## src/rtl/tone_arbiter_pkg.sv

```systemverilog
// Shared widths, default timing and arbiter state encoding for the tone-path arbiter.
// Imported by the interface, the tick generator and the arbiter top.
package tone_arbiter_pkg;

    localparam int NUM_SFX_DEF  = 4;
    localparam int FREQ_W_DEF   = 16;
    localparam int VOL_W_DEF    = 7;
    localparam int TICK_DIV_DEF = 500000;
    localparam int LEN_W        = 8;

    typedef enum logic [2:0] {
        ST_IDLE  = 3'd0,
        ST_GRANT = 3'd1,
        ST_PLAY  = 3'd2,
        ST_DONE  = 3'd3,
        ST_GAP   = 3'd4
    } arb_state_e;

endpackage

```

## src/rtl/tone_arbiter_if.sv

```systemverilog
// Bundle between the sequencers/effect requesters and the arbiter, plus the arbiter's audio-path outputs.
// master = requester/sequencer side, slave = arbiter side.
interface tone_arbiter_if
    import tone_arbiter_pkg::*;
#(
    parameter int NUM_SFX = NUM_SFX_DEF,
    parameter int FREQ_W  = FREQ_W_DEF,
    parameter int VOL_W   = VOL_W_DEF
);
    logic [FREQ_W-1:0]         bgm_freq;
    logic [VOL_W-1:0]          bgm_vol;
    logic [NUM_SFX-1:0]        sfx_req;
    logic [NUM_SFX*FREQ_W-1:0] sfx_freq;
    logic [NUM_SFX*LEN_W-1:0]  sfx_len;
    logic                      mute;
    logic [NUM_SFX-1:0]        sfx_gnt;
    logic [NUM_SFX-1:0]        sfx_done;
    logic                      busy;
    logic [FREQ_W-1:0]         out_freq;
    logic [VOL_W-1:0]          out_vol;
    logic                      vol_update;

    modport master (
        output bgm_freq, bgm_vol, sfx_req, sfx_freq, sfx_len, mute,
        input  sfx_gnt, sfx_done, busy, out_freq, out_vol, vol_update
    );

    modport slave (
        input  bgm_freq, bgm_vol, sfx_req, sfx_freq, sfx_len, mute,
        output sfx_gnt, sfx_done, busy, out_freq, out_vol, vol_update
    );

endinterface

```

## src/rtl/tone_arbiter_note_tick_gen.sv

```systemverilog
// Free-running note tick: one-cycle pulse every TICK_DIV clocks; clr restarts the period.
// Tick is decoded from the registered count; no backpressure.
module note_tick_gen
    import tone_arbiter_pkg::*;
#(
    parameter int TICK_DIV = TICK_DIV_DEF
) (
    input  logic clk,
    input  logic rst,
    input  logic clr,
    output logic tick
);
    localparam int               CNT_W = $clog2(TICK_DIV);
    localparam logic [CNT_W-1:0] LAST  = CNT_W'(TICK_DIV - 1);

    logic [CNT_W-1:0] cnt_q;
    logic [CNT_W-1:0] cnt_d;

    always_comb begin
        cnt_d = cnt_q + CNT_W'(1);
        if (clr || (cnt_q == LAST)) begin
            cnt_d = '0;
        end
    end

    always_ff @(posedge clk) begin
        if (rst) begin
            cnt_q <= '0;
        end else begin
            cnt_q <= cnt_d;
        end
    end

    assign tick = (cnt_q == LAST);

endmodule

```

## src/rtl/tone_arbiter.sv

```systemverilog
// Shares the tone/volume path between BGM and fixed-priority one-shot effects; all outputs registered.
// Requests latch into pending and wait (no preemption); grants occur only from IDLE or after an effect's GAP.
module tone_arbiter
    import tone_arbiter_pkg::*;
#(
    parameter int NUM_SFX  = NUM_SFX_DEF,
    parameter int FREQ_W   = FREQ_W_DEF,
    parameter int VOL_W    = VOL_W_DEF,
    parameter int TICK_DIV = TICK_DIV_DEF
) (
    input  logic           clk,
    input  logic           rst,
    tone_arbiter_if.slave  bus
);
    arb_state_e         state_q, state_d;
    logic [NUM_SFX-1:0] pending_q, pending_d;
    logic [NUM_SFX-1:0] sel_oh_q, sel_oh_d;
    logic [FREQ_W-1:0]  freq_q, freq_d;
    logic [LEN_W-1:0]   len_q, len_d;
    logic [NUM_SFX-1:0] gnt_q, gnt_d;
    logic [NUM_SFX-1:0] done_q, done_d;
    logic               busy_q, busy_d;
    logic [FREQ_W-1:0]  raw_freq_q, raw_freq_d;
    logic [FREQ_W-1:0]  out_freq_q, out_freq_d;
    logic [VOL_W-1:0]   out_vol_q, out_vol_d;
    logic [VOL_W-1:0]   vol_prev_q;
    logic               vol_update_q;

    logic [NUM_SFX-1:0] sel_oh;
    logic [FREQ_W-1:0]  sel_freq;
    logic [LEN_W-1:0]   sel_len;
    logic               tick;
    logic               tick_clr;

    note_tick_gen #(.TICK_DIV(TICK_DIV)) u_tick (
        .clk  (clk),
        .rst  (rst),
        .clr  (tick_clr),
        .tick (tick)
    );

    // Descending scan so the lowest pending index is the last (winning) assignment.
    always_comb begin
        sel_oh   = '0;
        sel_freq = '0;
        sel_len  = '0;
        for (int i = NUM_SFX - 1; i >= 0; i--) begin
            if (pending_q[i]) begin
                sel_oh    = '0;
                sel_oh[i] = 1'b1;
                sel_freq  = bus.sfx_freq[i*FREQ_W +: FREQ_W];
                sel_len   = bus.sfx_len[i*LEN_W +: LEN_W];
            end
        end
    end

    always_comb begin
        state_d    = state_q;
        pending_d  = pending_q | bus.sfx_req;
        sel_oh_d   = sel_oh_q;
        freq_d     = freq_q;
        len_d      = len_q;
        gnt_d      = '0;
        done_d     = '0;
        tick_clr   = 1'b0;
        raw_freq_d = raw_freq_q;

        case (state_q)
            ST_IDLE: begin
                raw_freq_d = bus.bgm_freq;
                if (pending_q != '0) begin
                    state_d = ST_GRANT;
                end
            end
            ST_GRANT: begin
                // A request for the granted index in this same cycle re-arms it for one replay.
                pending_d = (pending_q & ~sel_oh) | bus.sfx_req;
                sel_oh_d  = sel_oh;
                freq_d    = sel_freq;
                len_d     = sel_len;
                gnt_d     = sel_oh;
                tick_clr  = 1'b1;
                state_d   = (sel_len == '0) ? ST_DONE : ST_PLAY;
            end
            ST_PLAY: begin
                raw_freq_d = freq_q;
                if (tick) begin
                    if (len_q != '0) begin
                        len_d = len_q - LEN_W'(1);
                    end
                    if (len_q <= LEN_W'(1)) begin
                        state_d = ST_DONE;
                    end
                end
            end
            ST_DONE: begin
                raw_freq_d = '0;
                done_d     = sel_oh_q;
                tick_clr   = 1'b1;
                state_d    = ST_GAP;
            end
            ST_GAP: begin
                raw_freq_d = '0;
                if (tick) begin
                    state_d = (pending_q != '0) ? ST_GRANT : ST_IDLE;
                end
            end
            default: begin
                state_d = ST_IDLE;
            end
        endcase

        out_freq_d = bus.mute ? '0 : raw_freq_d;
        out_vol_d  = bus.mute ? '0 : bus.bgm_vol;
        busy_d     = (state_d != ST_IDLE) || (pending_d != '0);
    end

    always_ff @(posedge clk) begin
        if (rst) begin
            state_q      <= ST_IDLE;
            pending_q    <= '0;
            sel_oh_q     <= '0;
            freq_q       <= '0;
            len_q        <= '0;
            gnt_q        <= '0;
            done_q       <= '0;
            busy_q       <= 1'b0;
            raw_freq_q   <= '0;
            out_freq_q   <= '0;
            out_vol_q    <= '0;
            vol_prev_q   <= '0;
            vol_update_q <= 1'b0;
        end else begin
            state_q      <= state_d;
            pending_q    <= pending_d;
            sel_oh_q     <= sel_oh_d;
            freq_q       <= freq_d;
            len_q        <= len_d;
            gnt_q        <= gnt_d;
            done_q       <= done_d;
            busy_q       <= busy_d;
            raw_freq_q   <= raw_freq_d;
            out_freq_q   <= out_freq_d;
            out_vol_q    <= out_vol_d;
            vol_prev_q   <= out_vol_q;
            vol_update_q <= (out_vol_q != vol_prev_q);
        end
    end

    assign bus.sfx_gnt    = gnt_q;
    assign bus.sfx_done   = done_q;
    assign bus.busy       = busy_q;
    assign bus.out_freq   = out_freq_q;
    assign bus.out_vol    = out_vol_q;
    assign bus.vol_update = vol_update_q;

endmodule
```

## src/flat_wrapper.sv

```systemverilog
// flat-port wrapper written by rule: the top's interface ports become plain ports
module tone_arbiter_flat import tone_arbiter_pkg::*;
#(
    parameter int NUM_SFX  = NUM_SFX_DEF,
    parameter int FREQ_W   = FREQ_W_DEF,
    parameter int VOL_W    = VOL_W_DEF,
    parameter int TICK_DIV = TICK_DIV_DEF
)
  (clk, rst, bus_bgm_freq, bus_bgm_vol, bus_sfx_req, bus_sfx_freq, bus_sfx_len, bus_mute, bus_sfx_gnt, bus_sfx_done, bus_busy, bus_out_freq, bus_out_vol, bus_vol_update);
  tone_arbiter_if #(.NUM_SFX(NUM_SFX), .FREQ_W(FREQ_W), .VOL_W(VOL_W)) bus_i ();
  input  logic clk;
  input  logic rst;
  input wire logic [$bits(bus_i.bgm_freq)-1:0] bus_bgm_freq;
  input wire logic [$bits(bus_i.bgm_vol)-1:0] bus_bgm_vol;
  input wire logic [$bits(bus_i.sfx_req)-1:0] bus_sfx_req;
  input wire logic [$bits(bus_i.sfx_freq)-1:0] bus_sfx_freq;
  input wire logic [$bits(bus_i.sfx_len)-1:0] bus_sfx_len;
  input wire logic [$bits(bus_i.mute)-1:0] bus_mute;
  output wire logic [$bits(bus_i.sfx_gnt)-1:0] bus_sfx_gnt;
  output wire logic [$bits(bus_i.sfx_done)-1:0] bus_sfx_done;
  output wire logic [$bits(bus_i.busy)-1:0] bus_busy;
  output wire logic [$bits(bus_i.out_freq)-1:0] bus_out_freq;
  output wire logic [$bits(bus_i.out_vol)-1:0] bus_out_vol;
  output wire logic [$bits(bus_i.vol_update)-1:0] bus_vol_update;
  assign bus_i.bgm_freq = bus_bgm_freq;
  assign bus_i.bgm_vol = bus_bgm_vol;
  assign bus_i.sfx_req = bus_sfx_req;
  assign bus_i.sfx_freq = bus_sfx_freq;
  assign bus_i.sfx_len = bus_sfx_len;
  assign bus_i.mute = bus_mute;
  assign bus_sfx_gnt = bus_i.sfx_gnt;
  assign bus_sfx_done = bus_i.sfx_done;
  assign bus_busy = bus_i.busy;
  assign bus_out_freq = bus_i.out_freq;
  assign bus_out_vol = bus_i.out_vol;
  assign bus_vol_update = bus_i.vol_update;
  tone_arbiter #(.NUM_SFX(NUM_SFX), .FREQ_W(FREQ_W), .VOL_W(VOL_W), .TICK_DIV(TICK_DIV)) u_core (.clk(clk), .rst(rst), .bus(bus_i));
endmodule
```

## config.mk

```make
export PLATFORM = sky130hd
export DESIGN_NAME = tone_arbiter_flat
export DESIGN_NICKNAME = d
export VERILOG_FILES = /design/src/rtl/tone_arbiter_pkg.sv /design/src/rtl/tone_arbiter_if.sv /design/src/rtl/tone_arbiter_note_tick_gen.sv /design/src/rtl/tone_arbiter.sv /design/src/flat_wrapper.sv
export SDC_FILE = /design/constraint.sdc
export NUM_CORES = 1
export LEC_CHECK = 0
export CORE_MARGIN = 8
export CORE_UTILIZATION = 40
export DETAILED_ROUTE_END_ITERATION = 10
export PLACE_DENSITY = 0.7
export SYNTH_ARGS = -nofsm -noshare
export SYNTH_HDL_FRONTEND = slang
export SYNTH_HIERARCHICAL = 1
export SYNTH_SLANG_ARGS = --single-unit
```

## constraint.sdc

```tcl
create_clock -name clk -period 3.65 [get_ports clk]
set_input_delay 0.73 -clock clk [delete_from_list [all_inputs] [get_ports clk]]
set_output_delay 0.73 -clock clk [all_outputs]
set_load 0.02 [all_outputs]
```

==> flow_summary.json <==
{
  "grt_pass1_vias": 4833,
  "unrepaired_setup_endpoints_after_global_routing": "false",
  "clock_tree_from_tritoncts": "done",
  "result_of_the_run": "finished clean",
  "post-dp-hpwl_mm": 11.6,
  "top_fanout_value_on_the_critical_path": 6,
  "die_h_um": 128,
  "die_w_um": 128,
  "power_mw": 3.15,
  "post_cts_resized": 0,
  "worst_setup_hold_path_clk_slew_ns": 0.07,
  "yosys.area.top_type_share": 0.436,
  "synth-seq-area-share": 0.436,
  "gpl.final_weighted_congestion": 0.830,
  "postSynthCellCount": 580,
  "power_per_cell_area_nw_per_um2": 450,
  "die_area_um2": 16500,
  "antenna_violating_nets_post_route": 0,
  "avgSynthCellArea_um2": 8.70,
  "drt-wirelength-per-cell_um": 17.4,
  "final.setup_skew_ns": 0.00738,
  "floorplan.initialDensity": 0.405,
  "crit_end_category": "flop",
  "drt_drc_violations_left": 0,
  "setup_viol": 0,
  "route.vias.total": 4748,
  "count_of_flip_flops_with_a_built_in_enable_after_synthesis": 0,
  "slew_headroom": 0.356,
  "routed_wirelength_mm": 15.5,
  "final_period_minus_worst_setup_slack_ns": 3.05,
  "cts.htree.levels": 3,
  "whs_ns": 0.455,
  "hold_viol": 0,
  "max_cap_viol_count": 0,
  "num_antenna_cells": 0,
  "maxSlewViolCount": 0,
  "postSynth.asyncResetShare": 0,
  "wp_data_required_ns": 3.90,
  "grt_start_max_net_pins": 41,
  "grt_pass1_wl_mm": 24.7,
  "worstPathArrival_ns": 3.30,
  "synth.lib_cells_used.distinct": 58,
  "cp_slowest_stage_delay_ns": 0.55,
  "critical_path.most_common_cell": "sky130_fd_sc_hd__o21ai_0",
  "design.portCount": 159,
  "transition_time_of_the_tightest_slew_check_pin_ns": 0.963,
  "grt_overflow": 0,
  "syn_area_um2": 5050,
  "dr.first_iter.drc_count": 367,
  "finalSetupTns_ns": 0,
  "postSynthNetCount": 709,
  "fill_cells": 1130,
  "detailedRoute.firstPassIterationCount": 7,
  "route.detailed.vias_per_inst": 5.33,
  "clock_tree.root_cell": "sky130_fd_sc_hd__clkbuf_16",
  "port-buffer-count": 158,
  "crit_path_cell_trace": "or4b_1 -> or4b_4 -> nor4_1 -> and4bb_2 -> o21ai_0 -> nand2_1 -> o21ai_0 -> a32o_1",
  "antenna_found_initial": 0,
  "grt_util_all_layers": 0.187,
  "timing_worst_setup_path_type": "reg2reg",
  "post_cts_buffers": 0,
  "yosys_warnings": 6,
  "rows": 41,
  "hold_class": "reg2reg",
  "synth_seq_cells": 110,
  "p_leak_nw": 2.44,
  "startpoint_type": "flop",
  "finish.net_count": 843,
  "areaGrowthSynthToFinish_pct": 38.7,
  "drive_gt1_frac": 0.0626,
  "numClockSinks": 110,
  "utilization": 0.561,
  "cts_buffers": 9,
  "clock_insertion_delay_worst_skew_ns": 0.35,
  "worst_path_max_delay_cell": "sky130_fd_sc_hd__or4b_4",
  "design.core.area_um2": 12500,
  "synth_top_cell_by_area": "sky130_fd_sc_hd__dfxtp_1",
  "vdd_ir_drop_max_v": 0.000297,
  "synth.area.top_cells": "sky130_fd_sc_hd__dfxtp_1, sky130_fd_sc_hd__nor2_1, sky130_fd_sc_hd__a22oi_1, sky130_fd_sc_hd__a21oi_1, sky130_fd_sc_hd__nor2b_1",
  "synth_top_flop_cell": "sky130_fd_sc_hd__dfxtp_1",
  "cts.path.max_buffers": 2,
  "period_share": 0.837,
  "cts_hold_buf": 0,
  "achievable-frequency_mhz": 327
}
## layer usage
| layer | wire length (um) | vias up | track usage |
|---|---|---|---|
| li1 | - | 2392 | - |
| met4 | 227 | 0 | 0.0545 |
| met5 | 0 | - | 0 |
| met3 | 1080 | 19 | 0.0607 |
| met2 | 7640 | 137 | 0.330 |
| met1 | 6570 | 2200 | 0.210 |
## cells in the mapped netlist (2+ instances only)
cell                        instances
sky130_fd_sc_hd__dfxtp_1          110
sky130_fd_sc_hd__nor2_1            74
sky130_fd_sc_hd__a21oi_1           43
sky130_fd_sc_hd__a22oi_1           32
sky130_fd_sc_hd__o21ai_0           31
sky130_fd_sc_hd__clkbuf_1          30
sky130_fd_sc_hd__nor2b_1           27
sky130_fd_sc_hd__nand2_1           26
sky130_fd_sc_hd__o211ai_1          19
sky130_fd_sc_hd__a211oi_1          16
sky130_fd_sc_hd__and2_1            15
sky130_fd_sc_hd__inv_1             12
sky130_fd_sc_hd__nor3_1            12
sky130_fd_sc_hd__xnor2_1           12
sky130_fd_sc_hd__xor2_1            10
sky130_fd_sc_hd__a2111oi_2          9
sky130_fd_sc_hd__nand3_1            8
sky130_fd_sc_hd__a2111oi_0          7
sky130_fd_sc_hd__nor4_1             7
sky130_fd_sc_hd__buf_1              6
sky130_fd_sc_hd__or4_1              6
sky130_fd_sc_hd__a221oi_1           5
sky130_fd_sc_hd__buf_2              5
sky130_fd_sc_hd__nand4_1            5
sky130_fd_sc_hd__or3_1              5
sky130_fd_sc_hd__nand3b_1           4
sky130_fd_sc_hd__and4_1             3
sky130_fd_sc_hd__ha_1               3
sky130_fd_sc_hd__a31oi_1            2
sky130_fd_sc_hd__and3_1             2
sky130_fd_sc_hd__buf_6              2
sky130_fd_sc_hd__nand2b_1           2
sky130_fd_sc_hd__o2111ai_1          2
sky130_fd_sc_hd__o221ai_1           2
sky130_fd_sc_hd__o22ai_1            2
sky130_fd_sc_hd__o31ai_1            2
## placed cells by master, fill, tap and decap left out, types with 3 or more instances in the layout
| cell type | count |
|---|---|
| sky130_fd_sc_hd__clkdlybuf4s50_1 | 157 |
| sky130_fd_sc_hd__dfxtp_1 | 110 |
| sky130_fd_sc_hd__nor2_1 | 74 |
| sky130_fd_sc_hd__a21oi_1 | 43 |
| sky130_fd_sc_hd__a22oi_1 | 32 |
| sky130_fd_sc_hd__o21ai_0 | 31 |
| sky130_fd_sc_hd__nor2b_1 | 27 |
| sky130_fd_sc_hd__nand2_1 | 26 |
| sky130_fd_sc_hd__o211ai_1 | 19 |
| sky130_fd_sc_hd__a211oi_1 | 16 |
| sky130_fd_sc_hd__and2_1 | 15 |
| sky130_fd_sc_hd__inv_1 | 12 |
| sky130_fd_sc_hd__xnor2_1 | 12 |
| sky130_fd_sc_hd__nor3_1 | 11 |
| sky130_fd_sc_hd__xor2_1 | 10 |
| sky130_fd_sc_hd__clkbuf_16 | 9 |
| sky130_fd_sc_hd__a2111oi_2 | 9 |
| sky130_fd_sc_hd__nand3_1 | 8 |
| sky130_fd_sc_hd__buf_4 | 8 |
| sky130_fd_sc_hd__nor4_1 | 7 |
| sky130_fd_sc_hd__a2111oi_0 | 7 |
| sky130_fd_sc_hd__or4_1 | 6 |
| sky130_fd_sc_hd__or3_1 | 5 |
| sky130_fd_sc_hd__a221oi_1 | 5 |
| sky130_fd_sc_hd__nand4_1 | 5 |
| sky130_fd_sc_hd__nand3b_1 | 4 |
| sky130_fd_sc_hd__clkinv_2 | 3 |
| sky130_fd_sc_hd__and4_1 | 3 |
| sky130_fd_sc_hd__ha_1 | 3 |
## registers in the layout, summed over array words and instances (netlist names), 7 cells and up
register	flops
u_core/raw_freq_q	16
u_core/len_q	8
u_core/bus.out_freq	16
u_core/freq_q	16
u_core/vol_prev_q	7
u_core/bus.out_vol	7
u_core/u_tick/cnt_q	19
## worst max-delay path: cells and delay by family, from the launching register on
family	cells	cell delay, ns
and+or+nand+nor	5	1.99
AOI/OAI and AO/OA	3	0.55
DFF	1	0.42
## worst paths after layout
path	startpoint	end	slack, ns	cells after the start
worst max register to register	u_core/u_tick/cnt_q[8]	u_core/len_q[7]	0.60	8
worst max-delay path	u_core/u_tick/cnt_q[8]	u_core/len_q[7]	0.60	8
worst min-delay path	u_core/sel_oh_q[2]	u_core/sel_oh_q[2]	0.46	2
worst min register to register	u_core/sel_oh_q[2]	u_core/sel_oh_q[2]	0.46	2
## stage by stage
step                      cells  area, um^2  setup slack [ns]
after floorplan             580        5050              1.00
after global placement      875        6730             0.726
after detailed placement    875        6730             0.630
after CTS                   891        7000             0.629
after global routing        891        7000             0.420
final                       891        7000             0.596
## final cells by class
cell class	instances	area, um^2	area share
Clock buffer	9	225	0.0322
Clock inverter	7	47.5	0.00679
Inverter	12	45.0	0.00644
Multi-Input combinational cell	415	2630	0.375
Sequential cell	110	2200	0.315
Tap cell	172	215	0.0307
Timing Repair Buffer	166	1640	0.234
## power breakdown
part	switching [mW]	leakage, nW	total, mW	internal [mW]
logic	0.427	1.41	0.810	0.383
clock network	0.448	0.132	0.912	0.464
registers	0.0993	0.901	1.43	1.33
total	0.974	2.44	3.15	2.17
## logic make-up after synthesis
| group | Yosys count | synth area share |
|---|---|---|
| simple gates | 205 | 0.210 |
| compound gates | 184 | 0.261 |
| flops | 110 | 0.436 |
| buf+inv | 55 | 0.0451 |
| xor+xnor | 22 | 0.0382 |
| fa+ha+maj | 4 | 0.00942 |
Note: power is estimated with default switching activity, not from simulation.
